### src/rtl/ifetch_queue.sv
// Instruction prefetch queue: keeps one fetch outstanding and buffers returned words with their PC+4.
// A redirect flushes the buffer; a fetch still in flight is drained in StDrop and its data dropped.
module ifetch_queue #(
  parameter int unsigned DEPTH    = 4,
  parameter logic [31:0] RESET_PC = 32'h0000_0000
) (
  input  logic                     clk,
  input  logic                     rst,
  output logic                     imem_req,
  output logic [31:0]              imem_addr,
  input  logic                     imem_ack,
  input  logic [31:0]              imem_rdata,
  input  logic                     redirect,
  input  logic [31:0]              redirect_pc,
  input  logic                     stall,
  output logic                     inst_valid,
  output logic [31:0]              instruction,
  output logic [31:0]              pc_plus4,
  output logic [$clog2(DEPTH):0]   occupancy
);

  localparam int unsigned PtrW = $clog2(DEPTH);
  localparam int unsigned CntW = PtrW + 1;
  localparam logic [CntW-1:0] DepthC = CntW'(DEPTH);

  typedef enum logic [1:0] {StIdle, StReq, StDrop} state_e;

  state_e            state_q;
  logic [31:0]       addr_q;
  logic [31:0]       fetch_pc_q;
  logic [CntW-1:0]   count_q;
  logic [PtrW-1:0]   rd_ptr_q;
  logic [PtrW-1:0]   wr_ptr_q;
  logic [31:0]       inst_mem [DEPTH];
  logic [31:0]       pc4_mem  [DEPTH];

  logic              push;
  logic              pop;
  logic [31:0]       next_addr;
  logic [31:0]       target;
  logic [CntW-1:0]   count_after;

  assign inst_valid  = (count_q != '0);
  assign instruction = inst_mem[rd_ptr_q];
  assign pc_plus4    = pc4_mem[rd_ptr_q];
  assign occupancy   = count_q;
  assign imem_req    = (state_q != StIdle);
  assign imem_addr   = addr_q;

  assign pop       = inst_valid & ~stall & ~redirect;
  assign push      = (state_q == StReq) & imem_ack & ~redirect;
  assign next_addr = addr_q + 32'd4;
  assign target    = redirect_pc & ~32'd3;

  always_comb begin
    count_after = count_q + CntW'(push) - CntW'(pop);
  end

  always_ff @(posedge clk) begin
    if (!rst) begin
      state_q    <= StIdle;
      addr_q     <= RESET_PC;
      fetch_pc_q <= RESET_PC;
      count_q    <= '0;
      rd_ptr_q   <= '0;
      wr_ptr_q   <= '0;
    end else if (redirect) begin
      count_q    <= '0;
      rd_ptr_q   <= '0;
      wr_ptr_q   <= '0;
      fetch_pc_q <= target;
      case (state_q)
        StReq, StDrop: begin
          // Without an ack the old request must stay on the bus until memory answers it.
          if (imem_ack) begin
            state_q <= StReq;
            addr_q  <= target;
          end else begin
            state_q <= StDrop;
          end
        end
        default: begin
          state_q <= StReq;
          addr_q  <= target;
        end
      endcase
    end else begin
      count_q <= count_after;
      if (push) wr_ptr_q <= wr_ptr_q + PtrW'(1);
      if (pop)  rd_ptr_q <= rd_ptr_q + PtrW'(1);
      case (state_q)
        StIdle: begin
          if (count_after < DepthC) begin
            state_q <= StReq;
            addr_q  <= fetch_pc_q;
          end
        end
        StReq: begin
          if (imem_ack) begin
            fetch_pc_q <= next_addr;
            if (count_after < DepthC) addr_q <= next_addr;
            else                      state_q <= StIdle;
          end
        end
        StDrop: begin
          if (imem_ack) begin
            state_q <= StReq;
            addr_q  <= fetch_pc_q;
          end
        end
        default: state_q <= StIdle;
      endcase
    end
  end

  always_ff @(posedge clk) begin
    if (rst && push) begin
      inst_mem[wr_ptr_q] <= imem_rdata;
      pc4_mem[wr_ptr_q]  <= next_addr;
    end
  end

endmodule

### config.mk
export PLATFORM = sky130hd
export DESIGN_NAME = ifetch_queue
export DESIGN_NICKNAME = d
export VERILOG_FILES = /design/src/rtl/ifetch_queue.sv
export SDC_FILE = /design/constraint.sdc
export NUM_CORES = 1
export LEC_CHECK = 0
export CORE_UTILIZATION = 50
export CTS_CLUSTER_DIAMETER = 150
export DETAILED_ROUTE_END_ITERATION = 10
export GPL_ROUTABILITY_DRIVEN = 0
export GPL_TIMING_DRIVEN = 0
export PLACE_DENSITY = 0.76
export RECOVER_POWER = 100
export SYNTH_ARGS = -nofsm -noshare
export SYNTH_HDL_FRONTEND = slang
export SYNTH_SLANG_ARGS = --single-unit
### constraint.sdc
create_clock -name clk -period 4.5 [get_ports clk]
set_input_delay 0.9 -clock clk [delete_from_list [all_inputs] [get_ports clk]]
set_output_delay 0.9 -clock clk [all_outputs]
set_load 0.05 [all_outputs]
## Word-level counts from Yosys, hierarchy flattened

Memory sizes are Yosys's and may differ from the RTL's. A register that Yosys moved wholly into a read port is not among the register bits.
Index checks and enable logic that the tools add are counted.
W data, S select, Z words.

- Bits in registers: 73
- Memory bits (writable): 256
- Bits of input ports: 69
- Output and inout bits: 101
- Memories kept: 2

- Add/sub/neg operators: 5
- Magnitude comparators: 1
- Equality and inequality tests: 8
- Mux-type cells: 25
- Bitwise operators: 7
- Reduce and logical (&&, ||, !) cells: 13

Memory list:

| name | depth | width | rd ports | clocked after memory_dff | write ports | RTL line | text |
|---|---|---|---|---|---|---|---|
| inst_mem | 4 | 32 | 1 | 1 | 1 | 34 | `logic [31:0] inst_mem [DEPTH];` |
| pc4_mem | 4 | 32 | 1 | 1 | 1 | 35 | `logic [31:0] pc4_mem [DEPTH];` |

Operator list:

| cell | count |
|---|---|
| $mux W32 | 10 |
| $pmux W32 S3 | 1 |
| $add A32 B3 Y32 const B | 1 |
| $mux W2 | 11 |
| $ne A3 B3 Y1 const B | 5 |
| $pmux W2 S3 | 1 |
| $reduce_and A6 Y1 | 1 |
| $reduce_bool A2 Y1 | 3 |
| $add A2 B1 Y2 const B | 2 |
| $and A1 B1 Y1 | 4 |
| $reduce_and A2 Y1 | 2 |
| $reduce_and A4 Y1 | 1 |
| $reduce_bool A4 Y1 | 1 |
| $reduce_or A2 Y1 | 2 |
| $add A3 B1 Y3 | 1 |
| $lt A3 B3 Y1 const B | 1 |
| $ne A3 B2 Y1 const B | 1 |
| $not A1 Y1 | 3 |
| $reduce_bool A3 Y1 | 1 |
| $sub A3 B1 Y3 | 1 |
| $eq A2 B1 Y1 const B | 1 |
| $eq A2 B2 Y1 const B | 1 |
| $logic_not A2 Y1 | 1 |
| $mux W1 | 2 |
| $logic_and A1 B1 Y1 | 1 |

## Longest topological paths before layout

Gate-level depths: netlist (run 1).

- Depth after elaboration: 10
- Gate-level depth with buffers: 18
- Depth with buffers taken out: 14

## Worst setup path before layout (run 1)

OpenSTA, ideal clock, no wires.

- Path type: input to register
- From: input redirect
- To: register addr_q[17], in the netlist imem_addr[17]
- Data arrival time: 4.281 ns
- Required time: 4.385 ns
- Path slack: 0.104 ns
- Cell stages on the path: 16
- Cell sequence: clkbuf_1 > clkbuf_1 > clkbuf_1 > buf_1 > nor3_1 > ha_1 > inv_1 > ha_1 > fa_1 > xor3_1 > o311ai_0 > and3_1 > buf_2 > clkbuf_1 > a21oi_1 > o21a_1

- Elaborated cells on any way between the ends: 14
- Classes of those cells: add/sub (2); order compare (1); eq/ne (5); mux (1); bitwise (3); reduce/logical (2)

RTL lines:

| item | RTL line | text |
|---|---|---|
| start: declaration | 13 | `input logic redirect,` |
| $not A1 Y1 (*) | 50 | `assign pop = inst_valid & ~stall & ~redirect;` |
| $and A1 B1 Y1 (*) | 50 |  |
| named net pop | 38 | `logic pop;` |
| $sub A3 B1 Y3 (*) | 56 | `count_after = count_q + CntW'(push) - CntW'(pop);` |
| $lt A3 B3 Y1 (*) | 93, 101 |  |
| $ne A3 B2 Y1 (no line) / $ne A3 B3 Y1 (equally long branches) | - |  |
| $reduce_and A6 Y1 (no line) (*) | - |  |
| end signal: assignment | 95 | `addr_q <= fetch_pc_q;` |
| end signal: assignment | 101 | `if (count_after < DepthC) addr_q <= next_addr;` |
| end signal: assignment | 108 | `addr_q <= fetch_pc_q;` |
| end: declaration | 29 | `logic [31:0] addr_q;` |

Mark *: on every way through the listed nets, which the timed path passes. The rest lies on a longest branch.
A chain may end at the register's enable or synchronous reset.

## Worst setup path in the final report (run 1)

- From: input imem_ack
- To: register addr_q[27], in the netlist imem_addr[27]

- Word-level cells in the longest chain between the ends: 7
- Elaborated cells on any way between the ends: 11
- Classes of those cells: add/sub (2); order compare (1); eq/ne (5); bitwise (2); reduce/logical (1)

RTL lines:

| item | RTL line | text |
|---|---|---|
| start: declaration | 11 | `input logic imem_ack,` |
| $and A1 B1 Y1 (2 in series) | 51 | `assign push = (state_q == StReq) & imem_ack & ~redirect;` |
| $add A3 B1 Y3 | 56 |  |
| $sub A3 B1 Y3 | 56 |  |
| $lt A3 B3 Y1 | 93, 101 |  |
| $ne A3 B2 Y1 (no line) / $ne A3 B3 Y1 (equally long branches) | - |  |
| $reduce_and A6 Y1 (no line) (*) | - |  |

Mark *: on every way between the ends. The rest lies on a longest branch, timed or not.

==> impl_metrics.tcl, run 1 <==
set metrics [dict create \
    h-tree-depth 2 \
    clk_pin_slew_worst_paths_ps 60 \
    synth_top_area_share_pct 55.4 \
    drv_slew 0 \
    muxShareOfSynthArea_pct 10.7 \
    crit_path_end_kind "register" \
    ys.flop_type "edfxtp_1" \
    clk_latency_ps 510 \
    clock_path_buffers 3 \
    diodes 0 \
    finalCriticalPeriod_ps 4390 \
    synthXorXnorAreaFrac_pct 1.62 \
    cts_tree "yes" \
    ys_seq_area_share_pct 66.2 \
    power.density_mw_per_mm2 409 \
    synth_compound_area_share_pct 8.94 \
    fin_skew_ps 19.9 \
    crit_arrival_ps 4800 \
    grt_setup_unrepaired "no" \
    final.setup.worst_slack_ps 108 \
    ys_warn_count 0 \
    synthToLayoutAreaGrowth_pct 23.0 \
    pin_count 170 \
    dieHeight_um 169 \
    worst-path-max-fanout 10 \
    peakVddDrop_mv 0.251 \
    cts_setup_buffers 0 \
    max_cap_viol_count 0 \
    outcome "finished, final reports clean" \
    grt_usage_pct 24.5 \
    row_count 60 \
    final.period_utilization_pct 97.6 \
    clk_root_buffer_cell "clkbuf_16" \
    grt_overflow 0 \
    synth_top_family_by_area "multiplexers" \
    routed_wl_um 34200 \
    required_ps 4910 \
    coreArea_mm2 0.0271 \
    cts_buffers 34 \
    num_vias 9338 \
    drtIter0Drc 1222 \
    finalSetupTns_ps 0 \
    netlist_area_mm2 0.0139 \
    io_buffers 166 \
    final-setup-viol-count 0 \
    via_per_inst 6.00 \
    synth_nets 1036 \
    detail_route.drc_violations 0 \
    drive_gt1_share_pct 12.1 \
    grt_pass1_vias 9221 \
    critPathLaunchType "input pin" \
    synth_cell_types 69 \
    worstReg2RegStart "state_q[1]" \
    antenna_found_initial 1 \
    hpwl_um 22700 \
    fill_cells 2049 \
    clock.fmax_mhz 228 \
    worstSetupPathType "input pin to register" \
    hp-class "register to register" \
    yosys.area.top_type "edfxtp_1" \
    post_drt_wl_per_cell_um 21.9 \
    syn_area_per_cell_um2 14.5 \
    grt_pass1_wl_um 52800 \
    synthSimpleGateAreaFrac_pct 9.11 \
    synth_fa_ha_area_share_pct 1.05 \
    grt_max_degree 52 \
    ant_nets 0 \
    dp_worst_setup_slack_ps -1320 \
    fp.dieW_um 169 \
    relSlewSlack_pct 21.5 \
    first_pass_iters 6 \
    synth_area_leaders "edfxtp_1 (55%), dfxtp_1 (11%), mux4_2 (10%)" \
    cts_sinks 331 \
    initial_utilization_pct 51.2 \
    die_area_mm2 0.0284 \
    synth_cells 956 \
    p_leak_nw 5.76 \
    synth_edf_count 256 \
    ys_ff_latch 331 \
    tightestPinTransition_ps 1180 \
    holdCritStartpoint "fetch_pc_q[0]" \
    hold_violations 0 \
    async_flop_share_pct 0 \
    nets 1241 \
    crit_path_start "imem_ack" \
]
flip-flops by register name, indices dropped and copies added (netlist names), named ones only:
register,flops
imem_addr,32
fetch_pc_q,32
occupancy,3
state_q,2
wr_ptr_q,2
inst_mem,128
rd_ptr_q,2
pc4_mem,128
cells in the mapped netlist, drive strengths merged, types with 20 or more instances:
library cell,number
a21oi,54
buf,20
clkbuf,44
dfxtp,75
edfxtp,256
inv,22
mux4,64
nand2,74
nand3,20
nor2,55
nor3,20
o21ai,39
report_power, final:
group          switching (W)  internal [W]  total, W
logic               0.000625      0.000299  0.000924
clock network        0.00110       0.00150   0.00260
registers          0.0000793       0.00339   0.00347
total                0.00180       0.00519   0.00699
cell usage in the layout (no fill, tap or decap), types with 6 or more instances in the layout:
cell type,n
a31oi_1,7
and3_1,13
clkbuf_16,35
xnor2_1,14
clkbuf_2,7
o21ai_0,39
mux4_2,64
inv_1,21
and4_1,6
xor2_1,9
nand2b_1,6
and2_1,8
nor2_1,54
nor4_1,8
a21oi_1,54
nor3_1,20
dlygate4sd3_1,94
o22ai_1,7
o21a_1,6
clkbuf_1,56
a211oi_1,10
a22oi_1,6
nand2_1,74
clkdlybuf4s50_1,72
edfxtp_1,256
nand4_1,13
a22o_1,7
dfxtp_1,75
nand3_1,20
ha_1,10
through the flow:
| stage | total power (W) | instance area [um^2] | instances | util, % | hold slack [ps] |
|---|---|---|---|---|---|
| final | 0.00699 | 17100 | 1557 | 63.0 | 456 |
| after global routing | 0.00720 | 17100 | 1557 | 63.0 | 489 |
| after CTS | 0.00704 | 17200 | 1557 | 63.4 | 458 |
| after detailed placement | 0.00446 | 16100 | 1498 | 59.6 | 451 |
| after global placement | 0.00444 | 16000 | 1494 | 59.1 | 437 |
| after floorplan | 0.00409 | 13900 | 956 | - | 432 |
cells by family after synthesis:
group / Yosys count
DFF: 331
adders and majority gates: 11
AOI/OAI and AO/OA: 187
xor gates and xnor gates: 24
and+or+nand+nor: 248
muxes: 68
buffers and inverters: 87
worst max-delay path, cell delays in order:
cell and delay (ps):
clkdlybuf4s50_1 600, nand2_1 150, clkbuf_2 270, nor2_4 230
inv_1 70, ha_1 270, inv_1 30, ha_1 190
fa_1 400, xor3_2 480, o311ai_0 150, and3_1 250
buf_2 250, clkbuf_4 310, a21oi_1 70, o22ai_1 160
cell type report:
cell class	instances	area, um^2	share of cell area (%)
multi-input combinational	538	4310	25.2
tap	372	465	2.72
inverter	23	86.3	0.505
timing repair buffer	170	1740	10.2
buffer	63	289	1.69
clock inverter	9	72.6	0.425
clock buffer	51	936	5.48
sequential	331	9190	53.8
layer usage:
metal / vias up / part of all wire, % / GRT usage (%)
li1: 4148 / - / -
met1: 4544 / 39 / 33.3
met2: 535 / 47 / 39.0
met3: 111 / 9.8 / 5.03
met4: 0 / 3.7 / 9.53
met5: - / 0 / 0
path summary, 6_finish.rpt:
check,end,slack (ps),depth (start not counted)
min,fetch_pc_q[0],460,2
min reg2reg,fetch_pc_q[0],460,2
max reg2reg,imem_addr[27],210,18
max,imem_addr[27],110,16
repair_timing:
action / in CTS / in global routing
hold buffers: 0 / 0
resized for setup: 17 / 11
setup endpoints to repair: 94 / 24
(Power assumes the default switching activity.)
==> run 2, diff against run 1 <==
--- a/config.mk
+++ b/config.mk
@@ -5,6 +5,7 @@
 export SDC_FILE = /design/constraint.sdc
 export NUM_CORES = 1
 export LEC_CHECK = 0
+export CORE_MARGIN = 3
 export CORE_UTILIZATION = 50
 export CTS_CLUSTER_DIAMETER = 150
 export DETAILED_ROUTE_END_ITERATION = 10
==> run 2 against run 1 <==
Against the previous run:
- highest routed layer unchanged
- the flow now finishes with violations (capacitance limit, slew limit)
- core utilization increased by 0.56 points
- final area increased by 0.89%
- setup slack improved by 25 ps
- die area increased by 4.8%
==> impl_metrics.tcl, run 2 (synthesized netlist as in run 1, its figures left out) <==
set metrics [dict create \
    outcome "finished, violations left" \
    violations "capacitance limit, slew limit" \
    multi_input_area_mm2 0.00433 \
    drv_slew 33 \
    grt_setup_unrepaired "no" \
    initial_utilization_pct 51.2 \
    rrSetupSlack_ps 230 \
    post_dp_cell_area_mm2 0.0161 \
    peakVddDrop_mv 0.225 \
    post_drt_wl_per_cell_um 22.2 \
    cts_buffers 34 \
    hp-class "register to register" \
    max_cap_viol_count 1 \
    critPathLaunchType "input pin" \
    die_area_mm2 0.0298 \
    final.period_utilization_pct 97.0 \
    fp.dieW_um 173 \
    cts_sinks 331 \
    first_pass_iters 6 \
    row_count 60 \
    worst-path-max-fanout 10 \
    tightestPinTransition_ps 1720 \
    crit_path_end_kind "register" \
    crit_arrival_ps 4790 \
    cts_tree "yes" \
    routed_wl_um 34600 \
    hpwl_um 23300 \
    final-setup-viol-count 0 \
    dieHeight_um 173 \
    grt_overflow 0 \
    mostFrequentLayoutCells "edfxtp_1 (256), dlygate4sd3_1 (126), dfxtp_1 (75), nand2_1 (74), mux4_2 (64)" \
    fill_cells 1987 \
    coreArea_mm2 0.0271 \
    cts_hold_buf 0 \
    nets 1242 \
    final_common_cell "edfxtp_1" \
    drive_gt1_share_pct 13.4 \
    clk_pin_slew_worst_paths_ps 60 \
    clk_latency_ps 520 \
    antenna_found_initial 1 \
    fin_util_pct 63.6 \
    finalSetupTns_ps 0 \
    pin_count 170 \
    finalCriticalPeriod_ps 4370 \
    drtIter0Drc 1046 \
    fin_area_mm2 0.0172 \
    grt_usage_pct 22.9 \
    grt_max_degree 47 \
    ant_nets 0 \
    via_per_inst 6.02 \
    synthToLayoutAreaGrowth_pct 24.1 \
    grt_pass1_vias 9279 \
    cts_setup_buffers 0 \
    power.density_mw_per_mm2 420 \
    grt_pass1_wl_um 53600 \
    io_buffers 166 \
    clock_path_buffers 3 \
    num_vias 9392 \
    worstSetupPathType "input pin to register" \
    relSlewSlack_pct -14.7 \
    h-tree-depth 2 \
    regArea_mm2 0.00919 \
    detail_route.drc_violations 0 \
    fin_skew_ps 17.8 \
    hold_violations 0 \
    p_leak_nw 5.85 \
    reg_top3 "inst_mem x128, pc4_mem x128" \
    clk_root_buffer_cell "clkbuf_16" \
    required_ps 4930 \
    clock.fmax_mhz 229 \
]
[run 2: path summary, 6_finish.rpt]
| path | cells past startpoint | from | end |
|---|---|---|---|
| max | 16 | imem_ack | imem_addr[30] |
| min | 2 | fetch_pc_q[1] | fetch_pc_q[1] |
| max reg2reg | 18 | state_q[1] | imem_addr[30] |
| min reg2reg | 2 | fetch_pc_q[1] | fetch_pc_q[1] |
[run 2: stage by stage]
stage | hold WS (ps) | setup WS, ps | cells | power, W
final | 452 | 134 | 1560 | 0.00723
after global routing | 463 | 11.8 | 1560 | 0.00748
after CTS | 454 | 2.17 | 1559 | 0.00729
after detailed placement | 445 | -1260 | 1498 | 0.00446
after global placement | 438 | -1360 | 1494 | 0.00444
after floorplan | 432 | 104 | 956 | 0.00409
[run 2: area by class of cell]
type                            count  share of cell area [%]
Sequential cell                   331                    53.3
Antenna cell                        1                  0.0145
Timing Repair Buffer              170                    10.1
Inverter                           23                   0.501
Clock buffer                       41                    5.15
Clock inverter                     20                    1.39
Multi-Input combinational cell    538                    25.1
Tap cell                          372                    2.70
Buffer                             64                    1.70
[run 2: worst max-delay path, cell delays in order]
cell             delay [ps]
clkdlybuf4s50_1         600
nand2_1                 150
buf_2                   240
nor2_4                  180
inv_1                    90
ha_1                    290
inv_1                    50
ha_1                    190
fa_1                    400
xor3_2                  480
o311ai_0                160
and3_1                  270
buf_2                   250
buf_2                   320
nand3_1                 120
o221ai_1                110
[run 2: layer usage]
| metal | vias up | wire length (um) | global-route usage, % | part of all wire (%) |
|---|---|---|---|---|
| li1 | 4162 | - | - | - |
| met3 | 88 | 3240 | 4.92 | 9.4 |
| met2 | 558 | 16700 | 37.8 | 48 |
| met1 | 4584 | 13600 | 30.4 | 39 |
| met5 | - | 0 | 0 | 0 |
| met4 | 0 | 1120 | 7.80 | 3.2 |
[run 2: timing repair]
item                       CTS  global route
setup endpoints to repair   36            77
cloned                       0             0
hold endpoints to repair     0             0
resized for setup           14            24
[run 2: where the power goes]
group | switching [W] | internal (W) | leakage [nW]
sequential | 0.0000821 | 0.00339 | 2.97
combinational | 0.000626 | 0.000297 | 2.35
clock | 0.00113 | 0.00170 | 0.541
==> run 3, diff against run 2 <==
--- a/config.mk
+++ b/config.mk
@@ -5,7 +5,6 @@
 export SDC_FILE = /design/constraint.sdc
 export NUM_CORES = 1
 export LEC_CHECK = 0
-export CORE_MARGIN = 3
 export CORE_UTILIZATION = 50
 export CTS_CLUSTER_DIAMETER = 150
 export DETAILED_ROUTE_END_ITERATION = 10
==> results of run 3 <==
Same layout as run 1: the final DEF is identical, and so are final timing and power.
